[config.mk]
export PLATFORM = sky130hd
export DESIGN_NAME = i2s_sample_tx
export DESIGN_NICKNAME = d
export VERILOG_FILES = /design/src/rtl/audio_pkg.sv /design/src/rtl/i2s_bclk_gen.sv /design/src/rtl/i2s_sample_tx.sv
export SDC_FILE = /design/constraint.sdc
export NUM_CORES = 1
export LEC_CHECK = 0
export BUFFER_PORTS_ARGS = -buffer_cell sky130_fd_sc_hd__buf_2
export CORE_MARGIN = 5
export CORE_UTILIZATION = 52
export CTS_CLUSTER_SIZE = 25
export DETAILED_ROUTE_END_ITERATION = 7
export PLACE_DENSITY = 0.71
export SLEW_MARGIN = 20
export SYNTH_ARGS = -nofsm -noshare
export SYNTH_HDL_FRONTEND = slang
export SYNTH_SLANG_ARGS = --single-unit
[constraint.sdc]
create_clock -name clk -period 2.9 [get_ports clk]
set_clock_uncertainty 0.2 [all_clocks]
set_input_delay 0.29 -clock clk [delete_from_list [all_inputs] [get_ports clk]]
set_output_delay 0.29 -clock clk [all_outputs]
set_load 0.05 [all_outputs]
[src/rtl/audio_pkg.sv]
// audio_pkg: constants, sample type and a width helper shared by the audio output blocks.
package audio_pkg;

  localparam int unsigned SAMPLE_W   = 16;
  localparam int unsigned I2S_SLOT_W = 32;

  typedef logic signed [SAMPLE_W-1:0] sample_t;

  // Counter width able to hold 0..n-1, never less than one bit
  function automatic int unsigned cnt_w(input int unsigned n);
    return (n > 1) ? $clog2(n) : 1;
  endfunction

endpackage

[src/rtl/i2s_bclk_gen.sv]
// i2s_bclk_gen: divides clk down to BCLK and flags the clk edge on which BCLK falls.
module i2s_bclk_gen #(
  parameter int unsigned BCLK_DIV = 4
) (
  input  logic clk,
  input  logic rst_n,
  output logic o_bclk,
  output logic o_fall_c
);
  import audio_pkg::*;

  localparam int unsigned       DIV_W    = cnt_w(BCLK_DIV);
  localparam logic [DIV_W-1:0]  DIV_LAST = DIV_W'(BCLK_DIV - 1);

  logic [DIV_W-1:0] r_div_cnt;
  logic             r_bclk;
  logic             w_tc;

  assign w_tc = (r_div_cnt == DIV_LAST);

  // Half-period counter; BCLK toggles each time it wraps
  always_ff @(posedge clk or negedge rst_n) begin
    if (!rst_n) begin
      r_div_cnt <= '0;
      r_bclk    <= 1'b0;
    end else if (w_tc) begin
      r_div_cnt <= '0;
      r_bclk    <= ~r_bclk;
    end else begin
      r_div_cnt <= r_div_cnt + DIV_W'(1);
    end
  end

  assign o_bclk   = r_bclk;
  // High on the cycle whose rising clk edge takes BCLK from 1 to 0
  assign o_fall_c = w_tc & r_bclk;

endmodule

[src/rtl/i2s_sample_tx.sv]
// i2s_sample_tx: serialises a mono sample stream as Philips I2S, same sample in both slots,
// with a per-frame sample_req strobe.
// Optional: define I2S_TX_UNDERRUN_EN to add the sticky underrun output.
module i2s_sample_tx #(
  parameter int unsigned SAMPLE_W = audio_pkg::SAMPLE_W,
  parameter int unsigned SLOT_W   = audio_pkg::I2S_SLOT_W,
  parameter int unsigned BCLK_DIV = 4
) (
  input  logic                clk,
  input  logic                rst,
  input  logic                valid,
  input  logic [SAMPLE_W-1:0] sample_in,
  output logic                sample_req,
  output logic                bclk,
  output logic                lrclk,
`ifdef I2S_TX_UNDERRUN_EN
  output logic                sdata,
  output logic                underrun
`else
  output logic                sdata
`endif
);
  import audio_pkg::*;

  localparam int unsigned       FRAME_BITS  = 2 * SLOT_W;
  localparam int unsigned       CNT_W       = cnt_w(FRAME_BITS);
  localparam int unsigned       IDX_W       = cnt_w(SAMPLE_W);
  localparam logic [CNT_W-1:0]  BIT_LAST    = CNT_W'(FRAME_BITS - 1);
  localparam logic [CNT_W-1:0]  SLOT_FIRST  = CNT_W'(SLOT_W);
  localparam logic [CNT_W-1:0]  SAMPLE_LAST = CNT_W'(SAMPLE_W);

  logic                w_bclk;
  logic                w_fall;
  logic                w_boundary;
  logic                w_upper;
  logic                w_sdata_nxt;
  logic [CNT_W-1:0]    w_bit_nxt;
  logic [CNT_W-1:0]    w_k;
  logic [IDX_W-1:0]    w_idx;
  logic [CNT_W-1:0]    r_bit_cnt;
  logic [SAMPLE_W-1:0] r_hold;
  logic [SAMPLE_W-1:0] r_frame;
  logic                r_lrclk;
  logic                r_sdata;
  logic                r_sample_req;

  i2s_bclk_gen #(
    .BCLK_DIV (BCLK_DIV)
  ) u_bclk_gen (
    .clk      (clk),
    .rst_n    (rst),
    .o_bclk   (w_bclk),
    .o_fall_c (w_fall)
  );

  // Frame boundary: the fall on which the bit counter wraps
  assign w_boundary = w_fall & (r_bit_cnt == BIT_LAST);

  // Next bit position and the serial bit it selects (one BCLK delay after each LRCLK edge)
  always_comb begin
    w_bit_nxt   = (r_bit_cnt == BIT_LAST) ? '0 : r_bit_cnt + CNT_W'(1);
    w_upper     = (w_bit_nxt >= SLOT_FIRST);
    w_k         = w_upper ? (w_bit_nxt - SLOT_FIRST) : w_bit_nxt;
    w_idx       = IDX_W'(SAMPLE_LAST - w_k);
    w_sdata_nxt = 1'b0;
    if ((w_k != '0) && (w_k <= SAMPLE_LAST)) begin
      w_sdata_nxt = r_frame[w_idx];
    end
  end

  // Holding register: the latest valid sample wins
  always_ff @(posedge clk or negedge rst) begin
    if (!rst) begin
      r_hold <= '0;
    end else if (valid) begin
      r_hold <= sample_in;
    end
  end

  // Bit position, frame capture and slot outputs advance only on BCLK falls
  always_ff @(posedge clk or negedge rst) begin
    if (!rst) begin
      r_bit_cnt <= '0;
      r_frame   <= '0;
      r_lrclk   <= 1'b0;
      r_sdata   <= 1'b0;
    end else if (w_fall) begin
      r_bit_cnt <= w_bit_nxt;
      r_lrclk   <= w_upper;
      r_sdata   <= w_sdata_nxt;
      if (w_boundary) begin
        r_frame <= r_hold;
      end
    end
  end

  // One-cycle request strobe per frame
  always_ff @(posedge clk or negedge rst) begin
    if (!rst) begin
      r_sample_req <= 1'b0;
    end else begin
      r_sample_req <= w_boundary;
    end
  end

`ifdef I2S_TX_UNDERRUN_EN
  logic r_armed;
  logic r_got_valid;
  logic r_underrun;

  // Sticky underrun: a boundary with no valid since the previous one; the first boundary only arms
  always_ff @(posedge clk or negedge rst) begin
    if (!rst) begin
      r_armed     <= 1'b0;
      r_got_valid <= 1'b0;
      r_underrun  <= 1'b0;
    end else if (w_boundary) begin
      if (r_armed && !r_got_valid) begin
        r_underrun <= 1'b1;
      end
      r_armed     <= 1'b1;
      r_got_valid <= valid;
    end else if (valid) begin
      r_got_valid <= 1'b1;
    end
  end

  assign underrun = r_underrun;
`endif

  assign bclk       = w_bclk;
  assign lrclk      = r_lrclk;
  assign sdata      = r_sdata;
  assign sample_req = r_sample_req;

endmodule

==> flow_summary_export.csv <==
group,metric,value,unit
outcome,outcome,"finished, final reports clean",
layout,nets,199,
setup_path,crit_chain,"ha_1 > buf_4 > nand2b_1 > mux2i_1 > nand3_1 > o2111a_1 > or4_1 > and3_1",
sta,timing.setup.tns,0,ns
run,max_cap_violations,0,
die,dieWidth,71.6,um
grt,vias_in_the_first_global_route,1237,
setup_path,timing.critical_path.to_type,"flip-flop",
placed_design,pre_cts_ws,0.389,ns
power_and_ir_drop,power_per_cell_area,477,nW/um^2
grt,global_routing_usage_on_met3,4.77,%
layout,filler_cell_count_in_the_final_layout,306,
layout,layoutNonFillerInstCount,226,
drt,total_iterations_of_the_first_detailed_routing_run,4,
grt,grt-busiest-layer,"met2",
setup_path,start_point_of_the_critical_path,"r_bit_cnt[1]",
setup_path,critPathLaunchType,"flip-flop",
sta,final.min_clock_period,2.54,ns
setup_path,critPathKind,"flip-flop to flip-flop",
drt,routedWlPerCell,15.0,um
die,io_pins,23,
clock_network,ctsLongestPathBuffers,2,
placed_design,dp_cells,218,
sta,setup_viol,0,
clock_network,clock_sinks,44,
clock_network,cts-root-buf,"clkbuf_8",
grt,grt_pass1_wl,5960,um
drt,vias_per_cell,5.57,
layout,layout-drive-gt1-share,39.3,%
synthesis,synth_area_per_cell,12.8,sq um
setup_path,cp_data_arrival_time,2.52,ns
grt,gr-total-overflow,0,
sta,post-route-period-util,87.6,%
synthesis,syn-cell-area,1970,sq um
die,fp.dieH,71.6,um
setup_path,cp_slowest_cell,"ha_1",
die,placement_rows,22,
placed_design,detailed_place_hpwl,2380,um
synthesis,ys_warn_count,0,
drt,vias,1259,
synthesis,post_synth_num_cell_types,34,
clock_network,worst_setup_hold_path_clk_slew,0.08,ns
synthesis,post_synth_inst_count,154,
layout,utilization,60.5,%
placed_design,place.port_buffers,22,
power_and_ir_drop,irDropWorstVdd,0.378,mV
sta,max_slew_margin,38.5,%
setup_path,rr_worst_depth,8,
setup_path,worst-endpoint-required,2.88,ns
clock_network,worst_skew_pair_latency,0.29,ns
die,core,3660,sq um
drt,detailedRoute.firstIterationViolations,93,
layout,register_area,1100,sq um
setup_path,worstReg2RegStart,"r_bit_cnt[1]",
clock_network,cts_tree,"done",
clock_network,numCtsBuffers,5,
die,design.die.area,5130,sq um
sta,rsz0062_at_grt,"false",
synthesis,mappedNetlistNets,175,
drt,drcViolationCount,0,
setup_path,timing.reg2reg.setup_slack,0.36,ns
layout,layout-area-overhead-vs-synth,12.2,%
layout,multiInputGateArea,826,sq um
setup_path,crit_path_max_incr_delay,0.47,ns
grt,groute.layer.met1.usage,19.6,%
grt,grt_max_degree,45,
sta,fmaxAchievable,394,MHz
setup_path,r2r-end,"sdata",
clock_network,h-tree-depth,2,
drt,postRouteWirelength,3390,um
setup_path,critical_path.max_fanout,7,
die,initial_core_util,53.9,%
synthesis,post_synthesis_sequential_area_ratio,55.8,%
power_and_ir_drop,power_leakage,0.00103,uW
sta,worst_pin_slew,0.923,ns
setup_path,timing.critical_path.to,"sdata",
placed_design,gp_congestion,0.852,
synthesis,postSynthRegisterBits,44,
layout,insertedDiodeCount,0,
grt,antenna_violations_before_repair,0,
sta,drv_slew,0,
sta,final_critical_path_setup_slack,0.360,ns
grt,grt_use_total,15.0,%
grt,groute.layer.met2.usage,23.6,%
sta,final_hold_viol_count,0,
drt,post_drt_antenna_nets,0,
power_and_ir_drop,post-layout-total-power,1060,uW
worst_hold_path,worstHoldPathType,"input pin to flip-flop",
==> layer usage <==
metal / part of all wire [%] / routed length (um)
met1: 43 / 1450
met2: 52 / 1760
met3: 4.2 / 141
met4: 1.1 / 38
met5: 0 / 0
==> worst min-delay path by stage <==
stage / start / to / depth (start not counted)
finish: sample_in[15] / r_hold[15] / 2
global route: sample_in[3] / r_hold[3] / 2
CTS: sample_in[15] / r_hold[15] / 2
detailed placement: u_bclk_gen.r_div_cnt[0] / u_bclk_gen.r_div_cnt[0] / 1
global placement: u_bclk_gen.r_div_cnt[0] / u_bclk_gen.r_div_cnt[0] / 1
floorplan: rst / lrclk / 0
==> layout make-up <==
cell class | count | area share, %
flip-flops and latches | 44 | 49.7
clock buffers | 5 | 3.11
well taps | 48 | 2.71
clock inverters | 2 | 0.565
multi-input cells | 100 | 37.3
repair buffers | 26 | 6.44
inverters | 1 | 0.169
==> layout by cell type, fill, tap and decap left out, types with 2 or more instances in the layout <==
master / instances
a31oi_1: 2
mux2i_1: 5
ha_1: 2
nand2b_1: 2
clkbuf_8: 5
dfrtp_1: 44
xor2_1: 2
nor3b_1: 2
o21ai_0: 7
nand3_1: 8
mux2_2: 34
nand4_1: 2
a21oi_1: 3
buf_2: 22
nor2_1: 3
buf_4: 3
nor3_1: 2
nand2_1: 9
xnor2_1: 3
==> sequential cells by signal, indices dropped and copies added, names as in the netlist <==
register	cells
r_hold	16
lrclk	1
u_bclk_gen.o_bclk	1
r_frame	16
r_bit_cnt	6
sdata	1
u_bclk_gen.r_div_cnt	2
sample_req	1
==> synth_stat cells <==
| library cell | n | area, sq um |
|---|---|---|
| dfrtp_1 | 44 | 1100 |
| mux2_2 | 34 | 383 |
| nand2_1 | 9 | 33.8 |
| nand3_1 | 8 | 40.0 |
| o21ai_0 | 7 | 35.0 |
| clkbuf_1 | 6 | 22.5 |
| mux2i_1 | 5 | 50.1 |
| a21oi_1 | 3 | 15.0 |
| nor2_1 | 3 | 11.3 |
| xnor2_1 | 3 | 26.3 |
| a31oi_1 | 2 | 12.5 |
| buf_4 | 2 | 15.0 |
| ha_1 | 2 | 25.0 |
| nand2b_1 | 2 | 12.5 |
| nand4_1 | 2 | 12.5 |
| nor3_1 | 2 | 10.0 |
| nor3b_1 | 2 | 15.0 |
| xor2_1 | 2 | 17.5 |
| a21boi_0 | 1 | 7.51 |
| a21oi_2 | 1 | 8.76 |
| a22oi_1 | 1 | 7.51 |
| and2_1 | 1 | 6.26 |
| and3_1 | 1 | 6.26 |
| and3_4 | 1 | 11.3 |
| buf_2 | 1 | 5.00 |
| inv_1 | 1 | 3.75 |
| mux4_2 | 1 | 22.5 |
| nor2_2 | 1 | 6.26 |
| nor4_1 | 1 | 6.26 |
| o2111a_1 | 1 | 11.3 |
| o311ai_1 | 1 | 8.76 |
| o31ai_1 | 1 | 7.51 |
| o41ai_1 | 1 | 8.76 |
| or4_1 | 1 | 7.51 |
==> per-stage QoR <==
stage	instance area, sq um	hold slack, ns
2_1_floorplan	1970	-0.206
3_3_place_gp	2120	0.214
5_1_grt	2210	0.0102
4_1_cts	2210	0.0238
6_report	2210	0.0285
3_5_place_dp	2120	0.222
==> where the power goes <==
part / switching [uW] / internal [uW] / total [uW] / leakage, uW
Sequential: 11.0 / 635 / 646 / 0.000564
Combinational: 23.6 / 29.0 / 52.6 / 0.000423
Clock: 194 / 163 / 357 / 0.0000400
==> cells by family (layout without fill, tap and decap cells) <==
group           Yosys count  after routing  synth area share, %
mux                      40             40                 23.1
simple gates             34             34                 9.07
fa+ha+maj                 2              2                 1.27
compound gates           19             19                 6.21
buf+inv                  10             34                 2.35
flops                    44             44                 55.8
xor+xnor                  5              5                 2.22
==> what timing repair did <==
action	CTS	global route
hold buffers	1	0
endpoints found under the hold margin	44	0
buffers inserted	0	0
gates resized for setup	0	0
==> worst max-delay path, delay by kind of cell, from the launching register on <==
kind	cells	cell delay, ns
AO/OA/AOI/OAI	1	0.18
adder cells (fa/ha/maj)	1	0.47
buffers and inverters	1	0.21
flip-flops	1	0.45
multiplexers	1	0.18
AND/OR/NAND/NOR	4	0.75
(Power assumes the default switching activity.)
